### config.mk
export PLATFORM = sky130hd
export DESIGN_NAME = clk_div
export DESIGN_NICKNAME = d
export VERILOG_FILES = /design/src/rtl/clk_div.sv
export SDC_FILE = /design/constraint.sdc
export NUM_CORES = 1
export LEC_CHECK = 0
export ABC_AREA = 1
export CAP_MARGIN = 20
export CORE_ASPECT_RATIO = 0.5
export CORE_UTILIZATION = 30
export DETAILED_ROUTE_END_ITERATION = 7
export GPL_ROUTABILITY_DRIVEN = 0
export PLACE_DENSITY = 0.44
export SLEW_MARGIN = 20
export SYNTH_ARGS = -nofsm -noshare
export SYNTH_HDL_FRONTEND = slang
export SYNTH_SLANG_ARGS = --single-unit
### constraint.sdc
create_clock -name I_CLK -period 1.6 [get_ports I_CLK]
set_input_delay 0.32 -clock I_CLK [delete_from_list [all_inputs] [get_ports I_CLK]]
set_output_delay 0.32 -clock I_CLK [all_outputs]
set_load 0.02 [all_outputs]
### src/rtl/clk_div.sv
`timescale 1ns / 1ps
// clk_div: divides the system clock into 1 ms / 10 ms / 100 ms / 1 s
// single-cycle enables; downstream logic stays on I_CLK.
module clk_div #(
    parameter int DIV_1MS = 16000,
    parameter int DIV_DEC = 10
) (
    input  logic I_CLK,
    input  logic I_RST,
    output logic O_EN_1MS,
    output logic O_EN_10MS,
    output logic O_EN_100MS,
    output logic O_EN_1S
);

    localparam int W1 = (DIV_1MS > 1) ? $clog2(DIV_1MS) : 1;
    localparam int WD = (DIV_DEC > 1) ? $clog2(DIV_DEC) : 1;
    localparam logic [W1-1:0] LAST_1MS = W1'(DIV_1MS - 1);
    localparam logic [WD-1:0] LAST_DEC = WD'(DIV_DEC - 1);
    localparam logic [W1-1:0] ONE_1MS  = W1'(1);
    localparam logic [WD-1:0] ONE_DEC  = WD'(1);

    logic [W1-1:0] cnt_1ms;
    logic [WD-1:0] cnt_10;
    logic [WD-1:0] cnt_100;
    logic [WD-1:0] cnt_1000;

    logic t0;
    logic t1;
    logic t2;
    logic t3;

    // Each terminal tick nests inside the finer one, so stages never skew.
    assign t0 = (cnt_1ms == LAST_1MS);
    assign t1 = t0 && (cnt_10 == LAST_DEC);
    assign t2 = t1 && (cnt_100 == LAST_DEC);
    assign t3 = t2 && (cnt_1000 == LAST_DEC);

    always_ff @(posedge I_CLK or posedge I_RST) begin
        if (I_RST) begin
            cnt_1ms    <= '0;
            cnt_10     <= '0;
            cnt_100    <= '0;
            cnt_1000   <= '0;
            O_EN_1MS   <= 1'b0;
            O_EN_10MS  <= 1'b0;
            O_EN_100MS <= 1'b0;
            O_EN_1S    <= 1'b0;
        end else begin
            cnt_1ms <= t0 ? '0 : cnt_1ms + ONE_1MS;
            if (t0) begin
                cnt_10 <= t1 ? '0 : cnt_10 + ONE_DEC;
            end
            if (t1) begin
                cnt_100 <= t2 ? '0 : cnt_100 + ONE_DEC;
            end
            if (t2) begin
                cnt_1000 <= t3 ? '0 : cnt_1000 + ONE_DEC;
            end
            O_EN_1MS   <= t0;
            O_EN_10MS  <= t1;
            O_EN_100MS <= t2;
            O_EN_1S    <= t3;
        end
    end

endmodule

After elaboration in Yosys (flattened, before gate mapping)
Index checks and enable logic that the tools add are counted.

Flip-flop bits (word level): 30. Input port bits: 2. Output and inout bits: 4. Word-level logic and storage cells: 23.

Add/sub/neg operators: 4. Eq/ne operators: 4. Mux-type cells: 4. Reduce and logical (&&, ||, !) cells: 3.

Operators by type and width (number): 14-bit by 1-bit adder with 14-bit output (second input constant) (1); 14-bit equality test (second input constant) (1); 14-bit two-way mux (1); 4-bit by 1-bit adder with 4-bit output (second input constant) (3); 4-bit equality test (second input constant) (3); 4-bit two-way mux (3); 1-bit logical AND (3).

Depth between registers and ports, before layout
Gate-level depths: netlist (run 1).

Depth in word-level cells: 5. Mapped depth: 9. Gate-level depth less buffers: 9.

Least setup slack after synthesis (run 1)
OpenSTA, ideal clock, no wires.

Kind: register to register. Start point: register cnt_1ms[0]. End point: register cnt_10[0]. Library setup time: 120 ps. Arrival: 1220 ps. Required time: 1480 ps. Slack: 260 ps. Cell stages (with the launch flop): 9. Path buffers: 0. Period minus slack after synthesis: 1340 ps. Path through: dfrtp_1 -> ha_1 -> nand3_4 -> inv_1 -> nand2_1 -> nor2_4 -> o21ai_0 -> o21ai_0 -> inv_1.

Longest elaborated chain between the ends: 3.

RTL lines: start: declaration (RTL line 23) `logic [W1-1:0] cnt_1ms;`; start signal: assignment (RTL line 50) `cnt_1ms <= t0 ? '0 : cnt_1ms + ONE_1MS;`; 14-bit equality test * (RTL line 34) `assign t0 = (cnt_1ms == LAST_1MS);`; 1-bit logical AND (RTL line 35) `assign t1 = t0 && (cnt_10 == LAST_DEC);`; 4-bit two-way mux (RTL line 52) `cnt_10 <= t1 ? '0 : cnt_10 + ONE_DEC;`; end signal: assignment (RTL line 52); end: declaration (RTL line 24) `logic [WD-1:0] cnt_10;`.

Mark *: on every way between the ends. The rest lies on a longest branch, timed or not. A chain may end at the register's enable or synchronous reset.

Worst setup path in the final report (run 1)
Start point: register O_EN_10MS. End point: output port O_EN_10MS.

RTL lines: start: declaration (RTL line 11) `output logic O_EN_10MS,`; start signal: assignment (RTL line 61) `O_EN_10MS <= t1;`.

No word-level cell between the ends.

==> run summary, run 1 <==
top cells by area, synth: dfrtp_1, nand2_1, inv_1
Fin Setup TNS: 0 ns
row cnt: 18
CORE AREA: 5160 um2
CTS tree: yes
initial antenna violation count: 0
Hold WS: 0.371 ns
Starting Density: 32.6%
Lkg Pwr: 1.05 nW
PwrDens: 718 nW/um2
Ys Warns: 0
Via density: 4.43
First-pass DRT Iterations: 4
slowest CP cell: clkdlybuf4s50_1
r2r setup slk: 0.11 ns
non-filler instance count after layout: 290
Synth cell types: 25
share of layout cells above drive strength 1: 15.0%
hold_buf cts: 0
Final nets: 230
Worst-Margin Slew: 0.250 ns
Worst Setup Slack, final: 0.0517 ns
CP Class: reg -> out
Reg power frac: 54.2%
Slew HR: 83.3%
Final Setup Violations: 0
Setup crit end kind: output port
Layout area overhead: 16.2%
Yosys top cell area share: 44.7%
sequential element share of the synthesized area: 44.7%
Routed Wire Length: 3470 um
Critical Path, Cell by Cell: clkdlybuf4s50_1
RSZ-0062 raised after global routing: true
Clock Latency Late Sink: 0.28 ns
1st-iter DRT viols: 30
final slew viol count: 0
Crit. path cell count: 1
#FFs+latches synth: 30
crit path capture: O_EN_10MS
clk_skew: 0.00717 ns
Worst Hold Class: in -> async
Synth Instances: 204
All-Layer GR Usage: 13.8%
R2R depth: 8
IO Count: 6
CTS Buffer Depth: 2
peak supply drop: 272 uV
register area: 751 um2
highest cell delay on the worst timing path: 0.60 ns
post-place setup slack: 0.0610 ns
total gr overflow: 0
status: completed
Port Buffer Count: 5
vias in the first global route: 1,252
r2r startpoint: cnt_1ms[0]
CTS sink cnt: 30
reg-to-reg endpoint: cnt_10[0]
critical path fanouts, max: 1
critical path required time: 1.28 ns
average routed wire per standard cell: 12.0 um
Mapped Area: 1680 um2
Root Driver: clkbuf_8
fillcell total: 517
commonest cells after routing, fill and taps aside: nand2_1, inv_1, dfrtp_1, nor2_1, nand3_1
Mapped Avg Cell Area: 8.23 um2
switching share of total power: 21.6%
Sw Pwr: 0.303 mW
startpoint types: flop
# DRC: 0
cell accounting for the most synthesized area: dfrtp_1
max cap viols: 0
H-tree depth: 2
CP bufs+invs: 1
Tmin final: 1.55 ns
DIE WIDTH: 108 um
endpoints failing hold: 0
CTS Buf Count: 5
placed cells: 282
final core occ: 37.8%
commonest non-fill, non-tap cell in the layout: nand2_1
area occupied by multi-input gates: 787 um2
clock group share of total power: 44.1%
Syn Nets: 213
die area: 5920 um2
first-pass GRT wire length: 5990 um
Tcrit/Tclk final: 96.8%
Die Y: 54.9 um
Achievable Freq: 646 MHz
CP startpoint: O_EN_10MS
via count: 1,285
delay-heaviest family, CP: buffers and inverters
Clock Pin Slew Worst Setup and Hold Paths: 0.07 ns
logic gate share of total power: 1.7%
internal power: 1.10 mW
largest net degree at the start of global routing: 31
CP arrival: 1.23 ns
# diodes: 0
hpwl dp: 2490 um
Antenna Nets Post-Route: 0
registers in the layout, indices dropped and copies added, names as in the netlist:
| register | flops |
|---|---|
| cnt_1000 | 4 |
| O_EN_1S | 1 |
| cnt_1ms | 14 |
| O_EN_1MS | 1 |
| cnt_10 | 4 |
| O_EN_10MS | 1 |
| O_EN_100MS | 1 |
| cnt_100 | 4 |
how the worst min path moves through the flow:
| stage | slack [ns] | start | endpoint | depth (start not counted) |
|---|---|---|---|---|
| after floorplan | 0.41 | I_RST | O_EN_100MS | 1 |
| after global placement | 0.47 | cnt_1ms[0] | cnt_1ms[0] | 1 |
| after detailed placement | 0.49 | cnt_1ms[0] | cnt_1ms[0] | 1 |
| after CTS | 0.37 | I_RST | cnt_1ms[10] | 3 |
| after global routing | 0.41 | I_RST | cnt_1ms[10] | 3 |
| final | 0.37 | I_RST | cnt_1ms[11] | 3 |
worst register-to-register path, delay by kind of cell, from the launching register on:
kind	cells	cell delay [ns]
AND/OR/NAND/NOR	3	0.44
flip-flops	1	0.40
buffers and inverters	2	0.12
adder cells (fa/ha/maj)	1	0.24
AO/OA/AOI/OAI	2	0.19
routing by layer:
metal | vias up | routed length [um] | GRT usage (%)
met5 | - | 0 | 0
met3 | 7 | 101 | 4.22
met1 | 605 | 1910 | 18.6
met4 | 0 | 55 | 5.48
met2 | 11 | 1410 | 21.0
li1 | 662 | - | -
cells in the mapped netlist:
cell type,instances
nand3_1,12
nor2_4,5
nand3_4,1
inv_1,37
o21bai_1,1
xor2_1,8
or2_2,1
nor3_1,3
nor2_2,2
o21ai_1,1
nand2_4,1
xnor2_1,1
nor2_8,1
a21oi_1,3
nand4_1,7
o31ai_1,2
ha_1,7
nor3_2,1
nand2_1,44
nor2_1,19
nand2_2,6
dfrtp_1,30
o21ai_0,7
inv_2,3
nand3b_1,1
repair_timing:
action | 4_1_cts | 5_1_grt
gates resized for setup | 0 | 1
endpoints found under the setup margin | 0 | 9
setup buffers | 0 | 1
metrics by stage:
stage	cell area (um2)	total power [mW]
global placement	1850	0.798
floorplan	1680	0.784
detailed placement	1850	0.798
CTS	1930	1.43
finish	1950	1.40
global route	1950	1.46
area by class of cell:
| cell class | instances | area share [%] |
|---|---|---|
| sequential | 30 | 38.5 |
| multi-input combinational | 135 | 40.3 |
| tap | 70 | 4.49 |
| timing repair buffer | 9 | 4.75 |
| inverter | 40 | 7.70 |
| clock buffer | 6 | 4.23 |
kinds of logic (layout without fill, tap and decap cells):
family,after synthesis,after routing,synth area share (%)
and+or+nand+nor,104,105,31.8
buffers and inverters,40,55,8.94
DFF,30,30,44.7
AOI/OAI and AO/OA,14,14,4.62
xor gates and xnor gates,9,9,4.69
adders and majority gates,7,7,5.22
power groups by stage:
stage                     clock network [mW]  registers [mW]  logic (mW)
after floorplan                            0           0.773      0.0112
after global placement                     0           0.773      0.0252
after detailed placement                   0           0.773      0.0256
after CTS                              0.648           0.758      0.0256
after global routing                   0.673           0.758      0.0277
final                                  0.618           0.758      0.0237
Note: power is estimated with default switching activity, not from simulation.
==> run 2: changes to the inputs <==
CORE_UTILIZATION = 60   (was 30)
PLACE_DENSITY = 0.77   (was 0.44)
==> run 2 against run 1 <==
Final cell count is 11% lower. Via count is 3.9% higher. Global-route usage is 11 points higher. Non-clock buffer count is 1 higher. Power is 7.3% higher. Highest routed layer unchanged. Clock skew is 0.0028 ns lower. First-iteration DRC count grew to 2.6 times the previous value.
==> run summary, run 2 (synthesized netlist as in run 1, its figures left out) <==
final slew viol count: 0 (unchanged)
clk_skew: 0.00432 ns (-0.00285 ns)
Fin Setup TNS: 0 ns (unchanged)
All-Layer GR Usage: 25.2% (+11 points)
total gr overflow: 0 (unchanged)
CTS Buffer Depth: 2 (unchanged)
vias in the first global route: 1,174 (-6.2%)
Top reg by flops: cnt_1ms
highest cell delay on the worst timing path: 0.60 ns (about the same)
H-tree depth: 2 (unchanged)
average routed wire per standard cell: 12.8 um (+6.5%)
Setup crit end kind: output port
commonest cells after routing, fill and taps aside: nand2_1, inv_1, dfrtp_1, nor2_1, nand3_1
Final Setup Violations: 0 (unchanged)
First-pass DRT Iterations: 4 (unchanged)
Worst Setup Slack, final: 0.0481 ns (-0.00363 ns)
first-pass GRT wire length: 5430 um (-9.3%)
hpwl dp: 2320 um (-7.1%)
highest metal used: met4
IO Count: 6 (unchanged)
# DRC: 0 (unchanged)
Critical Path, Cell by Cell: clkdlybuf4s50_1
Tmin final: 1.55 ns (+0.00363 ns)
Layout area overhead: 15.3%
Tcrit/Tclk final: 97.0% (+0.23 points)
Final nets: 230 (unchanged)
Starting Density: 64.1% (+32 points)
via count: 1,335 (+3.9%)
CP arrival: 1.23 ns (about the same)
Worst-Margin Slew: 0.375 ns (+0.124 ns)
Worst Hold Class: in -> async
row cnt: 13 (-5)
CP Class: reg -> out
CTS tree: yes
CTS Buf Count: 5 (unchanged)
CTS sink cnt: 30 (unchanged)
peak supply drop: 488 uV (+79%)
critical path fanouts, max: 1 (unchanged)
max reg flops: 14 (unchanged)
Routed Wire Length: 3300 um (-4.9%)
CP bufs+invs: 1 (unchanged)
Clock Latency Late Sink: 0.28 ns (about the same)
1st-iter DRT viols: 77 (+160%)
DIE WIDTH: 76.8 um (-29%)
largest net degree at the start of global routing: 31 (unchanged)
Crit. path cell count: 1 (unchanged)
status: completed
startpoint types: flop
routed wl met2: 1570 um (+11%)
# diodes: 0 (unchanged)
hold_buf cts: 0 (unchanged)
die area: 3030 um2 (-49%)
post-place setup slack: 0.0838 ns (+0.0227 ns)
Slew HR: 75.0% (-8.3 points)
Die Y: 39.4 um (-28%)
PwrDens: 776 nW/um2 (+8.1%)
endpoints failing hold: 0 (unchanged)
delay-heaviest family, CP: buffers and inverters
share of layout cells above drive strength 1: 16.2% (+1.2 points)
Lkg Pwr: 1.06 nW (+1.2%)
Port Buffer Count: 5 (unchanged)
Antenna Nets Post-Route: 0 (unchanged)
Achievable Freq: 644 MHz (-0.23%)
R2R depth: 8 (unchanged)
Clock Pin Slew Worst Setup and Hold Paths: 0.07 ns (about the same)
critical path required time: 1.28 ns (about the same)
Root Driver: clkbuf_8
CORE AREA: 2620 um2 (-49%)
slowest CP cell: clkdlybuf4s50_1
initial antenna violation count: 0 (unchanged)
Via density: 5.15 (+16%)
max cap viols: 0 (unchanged)
met3 routed WL: 143 um (+42%)
RSZ-0062 raised after global routing: false
met1 WL: 1560 um (-18%)
commonest non-fill, non-tap cell in the layout: nand2_1
run 2: worst paths after layout:
check,startpoint,endpoint,slack (ns)
max in group asynchronous,I_RST,cnt_1ms[10],0.90
worst max-delay path,O_EN_10MS,O_EN_10MS,0.05
min in group I_CLK,cnt_1000[3],cnt_1000[3],0.53
worst min register to register,cnt_1000[3],cnt_1000[3],0.53
worst min-delay path,I_RST,cnt_10[0],0.42
worst max register to register,cnt_1ms[1],cnt_10[0],0.15
run 2: area by class of cell:
cell class                      instances  area, um2
Timing Repair Buffer                   10       87.6
Sequential cell                        30        751
Clock buffer                            8        110
Inverter                               40        150
Multi-Input combinational cell        134        791
Tap cell                               37       46.3
Fill cell                             185        683
run 2: layer usage:
metal	global-route usage, %	vias up
li1	-	666
met3	6.98	4
met4	9.13	0
met1	32.7	632
met5	0	-
met2	41.5	33
run 2: stage by stage:
| stage | utilization, % | cell area [um2] | std cells | power, mW | hold WS (ns) |
|---|---|---|---|---|---|
| floorplan | - | 1680 | 204 | 0.784 | 0.411 |
| finish | 73.9 | 1940 | 259 | 1.50 | 0.420 |
| CTS | 72.6 | 1900 | 256 | 1.51 | 0.425 |
| global placement | 68.4 | 1790 | 248 | 0.792 | 0.467 |
| global route | 73.9 | 1940 | 259 | 1.55 | 0.477 |
| detailed placement | 68.4 | 1790 | 248 | 0.792 | 0.487 |
run 2: repair_timing:
action	in CTS	in global routing
setup buffers	0	3
resized for setup	0	3
setup endpoints to repair	0	7
run 2: power by group:
group | switching (mW) | internal, mW
sequential | 0 | 0.758
combinational | 0.0145 | 0.00392
clock | 0.291 | 0.434
==> run 3: changes to the inputs <==
CORE_ASPECT_RATIO = 1.4   (was 0.5)
SKIP_CTS_REPAIR_TIMING = 1   (was not set)
==> run 3 against run 2 <==
Utilization shrank 2.6 points. Sequential cell count is the same. Register-to-register slack is essentially flat. Largest cell class unchanged. Cell area shrank 2.7%. Critical endpoint is now cnt_100[0].
==> run summary, run 3 (synthesized netlist as in run 1, its figures left out) <==
status: completed
clk_skew: 0.00901 ns (+0.00469 ns)
Antenna Nets Post-Route: 0 (unchanged)
Critical Path, Cell by Cell: nand2_1, inv_1, nand3_1, nor2_2, nand2_2, nor2_4, nand2_1, nand2_1, inv_1
row cnt: 22 (+9)
Top reg by flops: cnt_1ms
r2r setup slk: 0.14 ns (about the same)
PwrDens: 662 nW/um2 (-15%)
CTS Buf Count: 5 (unchanged)
CP arrival: 1.69 ns (+0.46 ns)
Fin Setup TNS: 0 ns (unchanged)
Slew HR: 74.7% (-0.29 points)
# DRC: 0 (unchanged)
CTS sink cnt: 30 (unchanged)
startpoint types: flop
area occupied by multi-input gates: 796 um2 (+0.63%)
Root Driver: clkbuf_4
reg-to-reg endpoint: cnt_100[0]
Routed Wire Length: 3280 um (-0.67%)
max cap viols: 0 (unchanged)
die area: 3020 um2 (-0.32%)
endpoints failing hold: 0 (unchanged)
share of layout cells above drive strength 1: 15.5% (-0.76 points)
post-place setup slack: 0.0786 ns (-0.00516 ns)
average routed wire per standard cell: 12.8 um (+0.50%)
Via density: 5.13 (-0.50%)
DIE WIDTH: 46.7 um (-39%)
commonest non-fill, non-tap cell in the layout: nand2_1
Tcrit/Tclk final: 91.4% (-5.6 points)
Worst Hold Class: in -> async
hpwl dp: 2310 um (-0.17%)
peak supply drop: 668 uV (+37%)
Starting Density: 63.5% (-0.58 points)
Worst-Margin Slew: 0.379 ns (+0.00439 ns)
final slew viol count: 0 (unchanged)
Hold WS: 0.356 ns (-0.0635 ns)
CP Class: reg -> reg
IO Count: 6 (unchanged)
Clock Latency Late Sink: 0.33 ns (+0.05 ns)
fillcell total: 224 (+21%)
Clock Pin Slew Worst Setup and Hold Paths: 0.10 ns (+0.03 ns)
CORE AREA: 2640 um2 (+0.91%)
largest net degree at the start of global routing: 31 (unchanged)
Worst Setup Slack, final: 0.137 ns (+0.0890 ns)
1st-iter DRT viols: 30 (-61%)
first-pass GRT wire length: 5640 um (+3.9%)
slowest CP cell: dfrtp_1
Tmin final: 1.46 ns (-0.0890 ns)
Achievable Freq: 684 MHz (+6.1%)
Layout area overhead: 12.2%
CTS tree: yes
commonest cells after routing, fill and taps aside: nand2_1, inv_1, dfrtp_1, nor2_1, nand3_1
Final Setup Violations: 0 (unchanged)
# diodes: 0 (unchanged)
Final nets: 228 (-0.87%)
All-Layer GR Usage: 26.4% (+1.2 points)
First-pass DRT Iterations: 5 (+1)
initial antenna violation count: 0 (unchanged)
vias in the first global route: 1,399 (+19%)
max reg flops: 14 (unchanged)
r2r startpoint: cnt_1ms[10]
Lkg Pwr: 1.11 nW (+4.1%)
critical path required time: 1.83 ns (+0.55 ns)
critical path's most frequent cell: nand2_1
register area: 751 um2 (unchanged)
CTS Buffer Depth: 2 (unchanged)
critical path fanouts, max: 6 (+5)
highest cell delay on the worst timing path: 0.37 ns (-0.23 ns)
RSZ-0062 raised after global routing: false
R2R depth: 9 (+1)
via count: 1,313 (-1.6%)
Die Y: 64.6 um (+64%)
Port Buffer Count: 5 (unchanged)
H-tree depth: 2 (unchanged)
Setup crit end kind: flop
total gr overflow: 0 (unchanged)
[run 3: changes by cell type in the layout (fill, tap and decap cells not counted), moves of 2 or more]
cell / delta
buf_4: -2
clkbuf_4: +5
clkbuf_8: -7
clkdlybuf4s50_1: -4
dlymetal6s2s_1: +4
[run 3: final cells by class]
| cell class | instances | share of cell area (%) |
|---|---|---|
| clock buffer | 7 | 2.92 |
| clock inverter | 1 | 0.266 |
| inverter | 40 | 7.97 |
| multi-input combinational | 134 | 42.2 |
| sequential | 30 | 39.8 |
| tap | 36 | 2.39 |
| timing repair buffer | 8 | 4.38 |
[run 3: per-layer routing]
layer | vias up | global-route usage [%] | wire length (um)
li1 | 665 | - | -
met1 | 626 | 29.2 | 1370
met2 | 14 | 44.8 | 1760
met3 | 8 | 6.13 | 81
met4 | 0 | 13.6 | 78
met5 | - | 0 | 0
[run 3: critical path, delay by kind of cell, from the launching register on]
kind	cells	cell delay, ns
DFF	1	0.37
and+or+nand+nor	7	0.84
buffers and inverters	2	0.16
[run 3: metrics by stage]
stage | instances | util, % | instance area [um2] | power (mW)
floorplan | 204 | - | 1680 | 0.784
global placement | 246 | 67.4 | 1780 | 0.792
detailed placement | 246 | 67.4 | 1780 | 0.792
CTS | 254 | 69.7 | 1840 | 1.26
global route | 256 | 71.3 | 1880 | 1.29
finish | 256 | 71.3 | 1880 | 1.25
[run 3: report_power, final]
group          switching [mW]  total (mW)  internal, mW
Combinational          0.0146      0.0185       0.00391
Sequential                  0       0.757         0.757
Clock                   0.259       0.472         0.213
[run 3: how the worst max path moves through the flow]
stage	start	slack [ns]	cells past startpoint	endpoint
finish	cnt_1ms[10]	0.14	9	cnt_100[0]
global route	cnt_1ms[10]	0.03	9	cnt_100[0]
CTS	O_EN_10MS	0.003	1	O_EN_10MS
detailed placement	cnt_100[1]	0.08	8	cnt_1000[1]
global placement	cnt_100[1]	0.17	8	cnt_1000[0]
floorplan	cnt_1ms[0]	0.26	8	cnt_10[0]
